### src/rtl/shreg_pkg.sv
// Shared types and helpers for the parametrised load/shift register.
// Used by param_shift_reg and shreg_step.
package shreg_pkg;

   typedef enum logic [2:0] {
      MODE_LSL = 3'b000,
      MODE_LSR = 3'b001,
      MODE_ASR = 3'b010,
      MODE_ROL = 3'b011,
      MODE_ROR = 3'b100
   } shift_mode_t;

   typedef enum logic {
      IDLE  = 1'b0,
      SHIFT = 1'b1
   } state_t;

   // Shifting further than the register width is indistinguishable from shifting by the width.
   function automatic int clamp_amt(input int amt, input int width);
      return (amt > width) ? width : amt;
   endfunction

   function automatic logic mode_is_valid(input logic [2:0] m);
      return (m <= MODE_ROR);
   endfunction

   function automatic logic mode_is_right(input shift_mode_t m);
      return (m == MODE_LSR) || (m == MODE_ASR);
   endfunction

endpackage

### src/rtl/shreg_step.sv
// Single-bit combinational shift/rotate step for the shift register.
// Reserved mode codes pass the value through unchanged.
module shreg_step
   import shreg_pkg::*;
#(
   parameter int WIDTH = 16
) (
   input  logic [WIDTH-1:0] i_value,
   input  shift_mode_t      i_mode,
   input  logic             i_fill_lsb,
   input  logic             i_fill_msb,
   output logic [WIDTH-1:0] o_next,
   output logic             o_out
);

   always_comb begin
      // NOTE: defaults first so no path through the case leaves an output unassigned (no latch).
      o_next = i_value;
      o_out  = 1'b0;
      case (i_mode)
         MODE_LSL: begin
            o_next = {i_value[WIDTH-2:0], i_fill_lsb};
            o_out  = i_value[WIDTH-1];
         end
         MODE_LSR: begin
            o_next = {i_fill_msb, i_value[WIDTH-1:1]};
            o_out  = i_value[0];
         end
         MODE_ASR: begin
            o_next = {i_value[WIDTH-1], i_value[WIDTH-1:1]};
            o_out  = i_value[0];
         end
         MODE_ROL: begin
            o_next = {i_value[WIDTH-2:0], i_value[WIDTH-1]};
            o_out  = i_value[WIDTH-1];
         end
         MODE_ROR: begin
            o_next = {i_value[0], i_value[WIDTH-1:1]};
            o_out  = i_value[0];
         end
         default: ;
      endcase
   end

endmodule

### src/rtl/param_shift_reg.sv
// Parametrised load/shift register: one bit per cycle under a start/busy/done handshake.
// Define SHREG_STICKY_EN to build the sticky (OR of right-shifted-out bits) tracker.
module param_shift_reg
   import shreg_pkg::*;
#(
   parameter int WIDTH = 16,
   parameter int AMT_W = $clog2(WIDTH + 1)
) (
   input  logic             clk,
   input  logic             rst,
   input  logic             ld,
   input  logic             start,
   input  logic [2:0]       mode,
   input  logic [AMT_W-1:0] amt,
   input  logic [WIDTH-1:0] par_in,
   input  logic             ser_in_lsb,
   input  logic             ser_in_msb,
   output logic [WIDTH-1:0] par_out,
   output logic             MSB_out,
   output logic             LSB_out,
   output logic             so_bit,
   output logic             busy,
   output logic             done,
   output logic             sticky
);

   state_t           r_state;
   shift_mode_t      r_mode;
   logic [AMT_W-1:0] r_cnt;
   logic [WIDTH-1:0] r_data;
   logic             r_so;
   logic             r_busy;
   logic             r_done;

   logic [AMT_W-1:0] w_amt;
   logic             w_idle;
   logic             w_load;
   logic             w_accept;
   logic             w_nop;
   logic             w_step_en;
   shift_mode_t      w_step_mode;
   logic [WIDTH-1:0] w_next;
   logic             w_out;

   assign w_amt       = AMT_W'(clamp_amt(int'(amt), WIDTH));
   assign w_idle      = (r_state == IDLE);
   assign w_load      = w_idle & ld;
   assign w_accept    = w_idle & ~ld & start;
   assign w_nop       = w_accept & ((w_amt == '0) | ~mode_is_valid(mode));
   assign w_step_en   = (w_accept & ~w_nop) | ~w_idle;
   // The first step uses the live mode; later steps use the copy latched at start.
   assign w_step_mode = w_idle ? shift_mode_t'(mode) : r_mode;

   shreg_step #(.WIDTH(WIDTH)) u_step (
      .i_value   (r_data),
      .i_mode    (w_step_mode),
      .i_fill_lsb(ser_in_lsb),
      .i_fill_msb(ser_in_msb),
      .o_next    (w_next),
      .o_out     (w_out)
   );

   always_ff @(posedge clk) begin
      // NOTE: non-blocking assignments so every register sees the pre-edge values of the others.
      if (rst) begin
         r_state <= IDLE;
         r_mode  <= MODE_LSL;
         r_cnt   <= '0;
         r_data  <= '0;
         r_so    <= 1'b0;
         r_busy  <= 1'b0;
         r_done  <= 1'b0;
      end else begin
         r_done <= 1'b0;
         if (w_load) r_data <= par_in;
         if (w_step_en) begin
            r_data <= w_next;
            r_so   <= w_out;
         end
         if (w_nop) r_done <= 1'b1;
         if (w_accept && !w_nop) begin
            r_mode <= w_step_mode;
            if (w_amt == AMT_W'(1)) begin
               r_done <= 1'b1;
            end else begin
               r_cnt   <= w_amt - AMT_W'(1);
               r_state <= SHIFT;
               r_busy  <= 1'b1;
            end
         end
         if (!w_idle) begin
            r_cnt <= r_cnt - AMT_W'(1);
            if (r_cnt == AMT_W'(1)) begin
               r_state <= IDLE;
               r_busy  <= 1'b0;
               r_done  <= 1'b1;
            end
         end
      end
   end

`ifdef SHREG_STICKY_EN
   logic r_sticky;

   always_ff @(posedge clk) begin
      if (rst) begin
         r_sticky <= 1'b0;
      end else if (w_load || w_accept) begin
         r_sticky <= w_step_en & mode_is_right(w_step_mode) & w_out;
      end else if (w_step_en) begin
         r_sticky <= r_sticky | (mode_is_right(w_step_mode) & w_out);
      end
   end

   assign sticky = r_sticky;
`else
   assign sticky = 1'b0;
`endif

   assign par_out = r_data;
   assign MSB_out = r_data[WIDTH-1];
   assign LSB_out = r_data[0];
   assign so_bit  = r_so;
   assign busy    = r_busy;
   assign done    = r_done;

endmodule

### config.mk
export PLATFORM = sky130hd
export DESIGN_NAME = param_shift_reg
export DESIGN_NICKNAME = d
export VERILOG_FILES = /design/src/rtl/shreg_pkg.sv /design/src/rtl/shreg_step.sv /design/src/rtl/param_shift_reg.sv
export SDC_FILE = /design/constraint.sdc
export NUM_CORES = 1
export LEC_CHECK = 0
export BUFFER_PORTS_ARGS = -buffer_cell sky130_fd_sc_hd__buf_2
export CAP_MARGIN = 5
export CORE_MARGIN = 3
export CORE_UTILIZATION = 43
export DETAILED_ROUTE_END_ITERATION = 10
export PLACE_DENSITY = 0.77
export SLEW_MARGIN = 10
export SYNTH_ARGS = -nofsm -noshare
export SYNTH_HDL_FRONTEND = slang
export SYNTH_SLANG_ARGS = --single-unit
### constraint.sdc
create_clock -name clk -period 1.8 [get_ports clk]
set_input_delay 0.18 -clock clk [delete_from_list [all_inputs] [get_ports clk]]
set_output_delay 0.18 -clock clk [all_outputs]
set_load 0.01 [all_outputs]
==> impl_results.md <==
- N_diodes: 0
- Clk network pwr share: between 20 and 25%
- Measured slew at the worst slew-check pin: around 700 ps
- Crit path largest cell delay: just over 400 ps
- Slowest-stage cell, CP: a2111oi_1
- Area contributors post-synth: dfxtp_1 30%, mux2i_1 10%, nor2_1 8.6%
- CP max FO: 7
- Sw Ratio: ~33%
- Switch Pwr: about 0.57 mW
- Synth Flop Type: dfxtp_1
- RSZ-0062 raised after global routing: yes
- Flop pwr share: between 40% and 50%
- Vias/cell: between 5 and 6
- Worst Hold Launch: par_in[8]
- CTS buffer count: 3
- TritonRoute pass-1 iters: 4
- Port buffer count: 50
- PD cells: between 700 and 800 nW/um2
- Fin crit share: between 90 and 100%
- F_max: about 0.58 GHz
- Worst-path clk slew: approximately 100 ps
- Vias: about 1.7k
- Core Area: ~4000 um2
- Clk_lat worst skew: 280 ps
- Die span in y: approximately 71 um
- Antenna viol nets, final: 0
- Mapped Cells: ~210
- Req. time, crit path: roughly 2000 ps
- Area delta synth->final: 28.0%
- Slew Viols, Final: 0
- Yosys warns: 0
- Mapped Nets: around 240
- Root Buffer: clkbuf_8
- Hold-fix buffers, CTS: 0
- CTS max path bufs: 2
- Worst-path cell chain: nand2b_2 -> o221ai_2 -> o21a_2 -> buf_12 -> mux2i_1 -> a2111oi_1
- Internal cell power: between 1 and 1.5 mW
- Worst r2r src: r_mode[2]
- Iteration-0 DRC Markers: 91
- Post-Route WL: roughly 4500 um
- DRC: 0
- Nets: roughly 300
- Die span in x: around 71 um
- TritonCTS clock tree: built
- Nature of the critical path endpoint: flop
- Max cap viols: 0
- Critical Path AT: ~1900 ps
- Minimum clock period: around 1700 ps
- Worst Hold Path EP: par_out[8]
- HPWL Detailed: between 3000 and 4000 um
- Initial antenna violation count: 0
- Starting density of the core: between 40% and 50%
- WL per Instance: ~14 um
- Slew headroom: between 50% and 60%
- Fin. Hold Viols: 0
- Yosys top cell area share: a little under a third
- Post-synth EDFFs: 0
- Flop2flop setup slack: between 80 and 90 ps
- Logic pwr share: 34.5%
- Max Clock Skew: roughly 9.7 ps
- Peak supply drop: 0.468 mV
- Rows: 23
- Number of global-route vias before repair: approximately 1.6k
- LEAKAGE: roughly 1.0 nW
- Gr ovfl total: 0
- Sequential-to-total area share from yosys stat: between 30% and 40%
- Largest net degree at the start of global routing: 29
- Clock sink count: 28
- Setup-failing EPs final: 0
- Yosys top cell by area: dfxtp_1
- GR Util All Layers: 17.1%
- Setup WS pre-CTS: -331 ps
- CTS H-tree depth: 1
- Worst Reg-to-Reg Cells: 6
- I/O Pins: 52
- Die Footprint: 5100 um2
- Critical path type: flop to flop
- Setup WS post-layout: just over 80 ps
- Hold Crit Class: input pin to flop
- Layout cell share with drive strength beyond 1: a little under two fifths
- R2R Path End: par_out[9]
- Fin Hold WS: slightly below 200 ps
- Status: finished, final reports clean
- #FFs+latches synth: 28
- GP Congestion: ~0.86
- Mapped cell area: between 1500 and 2000 um2
- WHS Path Cells: 3
- Distinct cells, synth: between 40 and 50
- Asr flop ratio synth: 0%
- Critical path launch point type: flop
- Post-Syn Area per Cell: between 8 and 9 um2
- First-pass GRT wire length: between 7000 and 8000 um
==> layer usage <==
metal | GRT usage, % | part of all wire (%) | up-vias
li1 | - | - | 876
met1 | 23.8 | 48 | 795
met2 | 27.7 | 48 | 37
met3 | 3.51 | 3.6 | 2
met4 | 2.71 | 0.58 | 0
met5 | 0 | 0 | -
==> through the flow <==
| step | instance area (um2) | total power, mW | utilization [%] | std cells | setup TNS (ps) |
|---|---|---|---|---|---|
| floorplan | 1840 | 1.14 | - | 208 | 0 |
| global placement | 2230 | 1.31 | 55.0 | 313 | -2860 |
| detailed placement | 2230 | 1.32 | 55.0 | 313 | -3850 |
| CTS | 2300 | 1.71 | 56.6 | 317 | 0 |
| global route | 2360 | 1.84 | 58.1 | 318 | -4.31 |
| finish | 2360 | 1.73 | 58.1 | 318 | 0 |
==> power by group through the flow <==
stage / sequential, mW / clock (mW) / combinational, mW
after floorplan: 0.767 / 0 / 0.370
after global placement: 0.763 / 0 / 0.544
after detailed placement: 0.764 / 0 / 0.557
after CTS: 0.750 / 0.395 / 0.565
after global routing: 0.762 / 0.425 / 0.654
final: 0.751 / 0.384 / 0.599
==> cell type report <==
cell class,instances,area [um2]
sequential,28,562
inverter,5,18.8
timing repair buffer,73,465
fill,351,1700
multi-input combinational,158,1190
clock buffer,4,55.1
tap,50,62.6
==> critical path, delay by kind of cell (launching register included) <==
family          cells  cell delay (ps)
simple gates        1              190
compound gates      3              820
buf+inv             1              140
flops               1              370
mux                 1               70
==> worst max-delay path by stage <==
stage,startpoint,end,slack (ps),cells past startpoint
5_1_grt,r_mode[2],par_out[7],-3,6
6_report,r_mode[2],par_out[9],80,6
3_5_place_dp,amt[4],par_out[10],-330,8
2_1_floorplan,amt[4],par_out[1],30,7
4_1_cts,r_mode[2],par_out[9],20,6
3_3_place_gp,amt[4],par_out[2],-200,8
==> state kept, by name (all words and copies together), names as in the netlist <==
register	count
busy	1
done	1
par_out	16
r_cnt	5
r_mode	3
r_state	1
so_bit	1
==> placed cells by master, fill, tap and decap left out, types with 2 or more instances in the layout <==
master	count
buf_2	50
nor2_1	42
dfxtp_1	27
buf_4	20
mux2i_1	19
a2111oi_2	10
a211oi_1	8
nand2b_1	7
nand2_1	6
nor3_1	6
inv_1	5
a21oi_1	5
nor2b_1	4
xor2_1	4
or3_1	4
ha_1	4
clkbuf_8	4
o21ai_0	3
xnor2_1	2
a2111oi_4	2
a31oi_1	2
a311oi_1	2
a2111oi_1	2
buf_12	2
==> cells in the mapped netlist, drive strengths merged, types with 2 or more instances <==
cell,count
ha,4
o21a,2
a21oi,5
nor2,43
o21ai,6
clkbuf,6
nand2,6
o221ai,2
dfxtp,28
inv,5
xnor2,2
a2111oi,14
a211oi,8
nor3,6
a31oi,3
mux2i,19
buf,11
nor2b,4
a311oi,2
or3,4
xor2,4
nand2b,8
==> timing repair <==
action	CTS	global route
endpoints found under the setup margin	2	13
buffers inserted	0	0
gates cloned	0	1
resized for setup	2	6
pin swaps	0	4
==> logic make-up after synthesis <==
| group | share of synthesized area (%) |
|---|---|
| and+or+nand+nor | 20.1 |
| AOI/OAI and AO/OA | 25.6 |
| DFF | 30.5 |
| buffers and inverters | 7.14 |
| muxes | 10.9 |
| xor gates and xnor gates | 2.86 |
| adders and majority gates | 2.72 |
| other | 0.204 |
Power figures use the tool's default switching activity.
